$ cat src/rtl/nanov_digit_alu.sv
// Digit-serial RV32I ALU, DIGIT_W bits/beat LSB first; results N cycles (single-pass) or 2N cycles (two-pass) after start.
// No backpressure: start is taken only while busy=0. Shifts are built only with NANOV_DIGIT_SHIFT_EN defined.
module nanov_digit_alu #(
    parameter int DIGIT_W = 1
) (
    input  logic               clk,
    input  logic               rstn,
    input  logic               start,
    input  logic [3:0]         op,
    input  logic [DIGIT_W-1:0] a_digit,
    input  logic [DIGIT_W-1:0] b_digit,
    output logic [DIGIT_W-1:0] res_digit,
    output logic               res_valid,
    output logic               busy,
    output logic               done
);
    localparam int N  = 32 / DIGIT_W;
    localparam int CW = $clog2(N);
    localparam logic [CW-1:0] LAST = CW'(N - 1);

    localparam logic [1:0] IDLE    = 2'd0;
    localparam logic [1:0] CAPTURE = 2'd1;
    localparam logic [1:0] OUTPUT  = 2'd2;

    logic [1:0]         state;
    logic [CW-1:0]      cnt;
    logic [3:0]         op_q;
    logic               carry;
    logic               lt_q;

    logic               accept;
    logic               cap;
    logic [3:0]         op_cur;
    logic [2:0]         f3;
    logic               subtract;
    logic               two_pass;
    logic [DIGIT_W-1:0] b_eff;
    logic [DIGIT_W:0]   sum;
    logic [DIGIT_W-1:0] alu_dig;
    logic [DIGIT_W-1:0] shift_dig;
    logic [DIGIT_W-1:0] out_dig;
    logic               lt_now;

    // Beat 0 is consumed in the start cycle itself, so op comes straight from the port there.
    assign accept   = (state == IDLE) && start && !busy;
    assign cap      = accept || (state == CAPTURE);
    assign op_cur   = (state == IDLE) ? op : op_q;
    assign f3       = op_cur[2:0];
    assign subtract = ((f3 == 3'b000) && op_cur[3]) || (f3 == 3'b010) || (f3 == 3'b011);
    assign two_pass = (f3 == 3'b001) || (f3 == 3'b010) || (f3 == 3'b011) || (f3 == 3'b101);

    assign b_eff = subtract ? ~b_digit : b_digit;
    assign sum   = {1'b0, a_digit} + {1'b0, b_eff}
                 + {{DIGIT_W{1'b0}}, ((state == IDLE) ? subtract : carry)};

    always_comb begin
        alu_dig = sum[DIGIT_W-1:0];
        case (f3)
            3'b100:  alu_dig = a_digit ^ b_digit;
            3'b110:  alu_dig = a_digit | b_digit;
            3'b111:  alu_dig = a_digit & b_digit;
            default: alu_dig = sum[DIGIT_W-1:0];
        endcase
    end

    // SLTU: borrow out of a-b; SLT: sign of a when signs differ, else sign of the difference.
    assign lt_now = f3[0] ? ~sum[DIGIT_W]
                  : ((a_digit[DIGIT_W-1] != b_digit[DIGIT_W-1]) ? a_digit[DIGIT_W-1]
                                                                : sum[DIGIT_W-1]);

`ifdef NANOV_DIGIT_SHIFT_EN
    logic [31:0] sbuf;
    logic [31:0] shifted;
    logic [4:0]  shamt;

    always_ff @(posedge clk) begin
        if (!rstn) begin
            sbuf  <= '0;
            shamt <= '0;
        end else if (cap) begin
            sbuf <= {a_digit, sbuf[31:DIGIT_W]};
            for (int i = 0; i < 5; i++) begin
                if (cnt == CW'(i / DIGIT_W))
                    shamt[i] <= b_digit[i % DIGIT_W];
            end
        end
    end

    always_comb begin
        shifted = sbuf >> shamt;
        if (op_q[2:0] == 3'b001)
            shifted = sbuf << shamt;
        else if (op_q[3])
            shifted = 32'($signed(sbuf) >>> shamt);
    end

    assign shift_dig = shifted[int'(cnt) * DIGIT_W +: DIGIT_W];
`else
    assign shift_dig = '0;
`endif

    always_comb begin
        out_dig = shift_dig;
        if (op_q[2:1] == 2'b01) begin
            out_dig    = '0;
            out_dig[0] = lt_q && (cnt == '0);
        end
    end

    always_ff @(posedge clk) begin
        if (!rstn) begin
            state     <= IDLE;
            cnt       <= '0;
            op_q      <= '0;
            carry     <= 1'b0;
            lt_q      <= 1'b0;
            res_digit <= '0;
            res_valid <= 1'b0;
            busy      <= 1'b0;
            done      <= 1'b0;
        end else begin
            res_digit <= '0;
            res_valid <= 1'b0;
            done      <= 1'b0;
            if (done)
                busy <= 1'b0;
            if (cap) begin
                carry <= sum[DIGIT_W];
                if (!two_pass) begin
                    res_valid <= 1'b1;
                    res_digit <= alu_dig;
                end
            end
            case (state)
                IDLE: begin
                    if (accept) begin
                        op_q  <= op;
                        busy  <= 1'b1;
                        cnt   <= CW'(1);
                        state <= CAPTURE;
                    end
                end
                CAPTURE: begin
                    if (cnt == LAST) begin
                        cnt  <= '0;
                        lt_q <= lt_now;
                        if (two_pass) begin
                            state <= OUTPUT;
                        end else begin
                            state <= IDLE;
                            done  <= 1'b1;
                        end
                    end else begin
                        cnt <= cnt + CW'(1);
                    end
                end
                OUTPUT: begin
                    res_valid <= 1'b1;
                    res_digit <= out_dig;
                    if (cnt == LAST) begin
                        cnt   <= '0;
                        state <= IDLE;
                        done  <= 1'b1;
                    end else begin
                        cnt <= cnt + CW'(1);
                    end
                end
                default: begin
                    cnt   <= '0;
                    state <= IDLE;
                end
            endcase
        end
    end

endmodule

$ cat config.mk
export PLATFORM = sky130hd
export DESIGN_NAME = nanov_digit_alu
export DESIGN_NICKNAME = d
export VERILOG_FILES = /design/src/rtl/nanov_digit_alu.sv
export SDC_FILE = /design/constraint.sdc
export NUM_CORES = 1
export LEC_CHECK = 0
export CORE_UTILIZATION = 25
export DETAILED_ROUTE_END_ITERATION = 12
export SETUP_SLACK_MARGIN = 0.02
export SYNTH_ARGS = -nofsm -noshare
export SYNTH_HDL_FRONTEND = slang
export SYNTH_SLANG_ARGS = --single-unit
$ cat constraint.sdc
create_clock -name clk -period 2.8 [get_ports clk]
set_input_delay 0.56 -clock clk [delete_from_list [all_inputs] [get_ports clk]]
set_output_delay 0.56 -clock clk [all_outputs]
set_load 0.005 [all_outputs]
==> metrics <==
final hold vios=0; dominant combinational cell family by area after synthesis=simple AND/OR/NAND/NOR gates; timing-limited maximum frequency=387 MHz; total of warnings raised by yosys=0; post-layout net count=159; cts bufs inserted=3; EDFF count, synth=0; worst hold start=op_q[3]$_SDFFE_PN0P_; Final WS setup=0.218 ns; area share of and/or/nand/nor cells after synthesis=0.221; core box area=4030 um2; Reg2Reg Depth=10; Post-Route WL=2450 um; worst skew pair latency=0.26 ns; post-synthesis adder-cell area fraction=0.138; largest registers in the final layout=cnt (5), op_q (4), state (2); Yosys top cell area share=0.323; Post-Syn Area=1050 um2; P per Cell Area=565 nW/um2; CTS tree=done; Avg Cell Area, Syn=8.72 um2; overflow left after global routing=0; M1 GR Usage=0.150; share of cells above drive strength 1=0.109; all-layer global routing usage=0.123; Final Wtd Congestion=0.798; Clock Skews=0.00828 ns; worst slew pin tran=0.497 ns; final core utilization=0.322; via count of the first global-routing pass=901; Worst Path Arrival=2.76 ns; number of ports placed on the die boundary=13; complex-gate fraction of the synthesized area=0.161; maximum number of pins on one net before global-route repair=13; number of instances in the placed design=184; buffer cell driving the clock tree root=sky130_fd_sc_hd__clkbuf_8; starting utilization of the core area=0.262; final clock period utilization by the worst path=0.922; shortest clock period the worst path allows after layout=2.58 ns; total inserted antenna cells=0; pre-CTS setup slack=-0.0760 ns; postcts setup bufs=0; grt met3 use=0.0205; number of distinct library cells after synthesis=38; FFs w/ async S/R, synth=0; endpoint of the worst hold-timing path=op_q[3]$_SDFFE_PN0P_; register bank with the most flops=cnt; FF-to-FF Start=state[1]$_SDFFE_PN0P_; Max-Slew Margin vs Limit=0.667; crit end category=flop; cell depth of the worst hold path=2; chain of cells forming the critical path=inv_1 > ha_1 > mux2_1 > a21oi_2 > nor2b_1 > xnor2_1 > fa_1 > mux2i_1 > a211oi_1 > o41ai_2; average routed wire per standard cell=13.0 um; met2 global-route usage=0.208; sequential-to-total area share from yosys stat=0.323; pins over their slew limit=0; count of nets left with antenna violations after detail routing=0; number of storage elements in the synthesis netlist=17; number of flip-flops in the largest register=5; die span in y=67.0 um; quantity of I/O buffers inserted on ports=12; CP required=2.97 ns; Net Count, Synth=141; number of endpoints failing setup at the final stage=0; library cell with the highest instance count after synthesis=sky130_fd_sc_hd__dfxtp_1; Largest delay share family, worst path=adder cells; layout overhead on the synthesized area=22.9%; RR Endpoint=res_digit$_SDFF_PN0_; total power draw=0.000733 W; total DRC errors in the routed layout=0; maximum single-stage delay on the critical path=0.47 ns; worst setup path class=reg2reg; count of H-tree levels built during CTS=1; DR vias=906; path class of the lowest-slack min-delay path=reg2reg; number of antenna violations at the first check in global routing=0; number of buffers and inverters on the critical path=1; die boundary width=67.0 um; placed wire-length estimate after detailed placement=1890 um; cell types with the largest area share after synthesis=sky130_fd_sc_hd__dfxtp_1 (32%), sky130_fd_sc_hd__ha_1 (12%), sky130_fd_sc_hd__a21oi_1 (6.2%), sky130_fd_sc_hd__nand2_1 (5.7%), sky130_fd_sc_hd__mux2i_1 (4.7%); Clock Path Buffers=2; total number of clock tree sinks=17; mux share of post-synthesis cell area=0.0830; Layout Cells excl Fill=188; row count=23; floorplan die area=4480 um2; main flop type after synthesis=sky130_fd_sc_hd__dfxtp_1; worst-case vdd ir drop=0.000281 V; Post-Syn Instances=121; xor/xnor cell area share of the yosys netlist=0.0249; unrepaired setup endpoints after global routing=false; worst-case register-to-register setup slack=0.22 ns; highest-utilization routing layer at the global route stage=met2; initial drt markers=18; Setup crit start kind=flop; Pleak=0.525 nW; cell at the slowest stage of the critical path=sky130_fd_sc_hd__fa_1; maximum fanout count along the critical path=4; iteration count of the initial detailed-routing pass=4; # Max-Cap Violations=0; largest area contributor in the synthesized netlist=sky130_fd_sc_hd__dfxtp_1; first-pass GRT wire length=4090 um; leading cell types by count after synthesis=sky130_fd_sc_hd__dfxtp_1 (17), sky130_fd_sc_hd__nand2_1 (16), sky130_fd_sc_hd__a21oi_1 (13); vias per cell=4.82; Clk pin slew, worst setup/hold paths=0.07 ns; outcome=finished clean
stage by stage:
step           cell area [um2]  hold slack [ns]  setup TNS (ns)
2_1_floorplan             1050            0.432               0
3_3_place_gp              1240            0.444               0
3_5_place_dp              1240            0.451         -0.0941
4_1_cts                   1290            0.461               0
5_1_grt                   1300            0.482               0
6_report                  1300            0.458               0
layout make-up:
class | instances | area [um2]
fillers | 429 | 2730
multi-input cells | 92 | 666
flip-flops and latches | 17 | 343
repair buffers | 15 | 143
well taps | 50 | 62.6
clock buffers | 4 | 45.0
inverters | 10 | 37.5
timing repair:
action                                 in CTS  in global routing
gates resized for setup                     0                  3
hold buffers                                0                  0
setup endpoints to repair                   0                  2
endpoints found under the hold margin       0                  0
power breakdown:
part / leakage [nW] / internal, W / total (W) / switching, W
registers: 0.140 / 0.000265 / 0.000283 / 0.0000180
logic: 0.363 / 0.000118 / 0.000256 / 0.000138
clock network: 0.0228 / 0.000101 / 0.000194 / 0.0000930
metal layers:
layer / wire length [um] / up-vias
met5: 0 / -
met4: 40 / 0
met3: 47 / 5
met2: 1200 / 15
met1: 1160 / 429
li1: - / 457
placed cells by master, fill, tap and decap left out, types with 2 or more instances in the layout:
cell type,Yosys,layout
sky130_fd_sc_hd__ha_1,10,10
sky130_fd_sc_hd__nor2_1,8,8
sky130_fd_sc_hd__nand2_1,16,16
sky130_fd_sc_hd__o21ai_0,2,2
sky130_fd_sc_hd__inv_1,9,9
sky130_fd_sc_hd__a211oi_1,3,3
sky130_fd_sc_hd__mux2i_1,5,5
sky130_fd_sc_hd__dfxtp_1,17,15
sky130_fd_sc_hd__a21oi_1,13,12
sky130_fd_sc_hd__clkbuf_8,0,3
sky130_fd_sc_hd__nor3_1,2,2
sky130_fd_sc_hd__nand2b_1,2,2
sky130_fd_sc_hd__nand3b_1,2,2
sky130_fd_sc_hd__nand3_1,3,3
sky130_fd_sc_hd__clkdlybuf4s50_1,0,12
sky130_fd_sc_hd__buf_4,0,3
sky130_fd_sc_hd__xnor2_1,3,3
sky130_fd_sc_hd__dfxtp_2,0,2
sky130_fd_sc_hd__nand4b_1,3,3
worst max path at each step:
stage / cells past startpoint / end / from
floorplan: 10 / res_digit$_SDFF_PN0_ / state[0]$_SDFFE_PN0P_
global placement: 9 / res_digit$_SDFF_PN0_ / op[3]
detailed placement: 9 / res_digit$_SDFF_PN0_ / op[3]
CTS: 10 / res_digit$_SDFF_PN0_ / state[0]$_SDFFE_PN0P_
global route: 10 / res_digit$_SDFF_PN0_ / state[1]$_SDFFE_PN0P_
finish: 10 / res_digit$_SDFF_PN0_ / state[1]$_SDFFE_PN0P_
worst reg2reg max path: stages (launching register included):
cell                       delay, ns
sky130_fd_sc_hd__dfxtp_2        0.34
sky130_fd_sc_hd__inv_1          0.10
sky130_fd_sc_hd__ha_1           0.26
sky130_fd_sc_hd__mux2_1         0.37
sky130_fd_sc_hd__a21oi_2        0.18
sky130_fd_sc_hd__nor2b_1        0.08
sky130_fd_sc_hd__xnor2_1        0.18
sky130_fd_sc_hd__fa_1           0.47
sky130_fd_sc_hd__mux2i_1        0.15
sky130_fd_sc_hd__a211oi_1       0.10
sky130_fd_sc_hd__o41ai_2        0.26
cell families after synthesis:
family                     after synthesis
and+or+nand+nor                         44
xor gates and xnor gates                 3
buffers and inverters                   12
muxes                                    8
AOI/OAI and AO/OA                       26
adders and majority gates               11
DFF                                     17
Power figures use the tool's default switching activity.
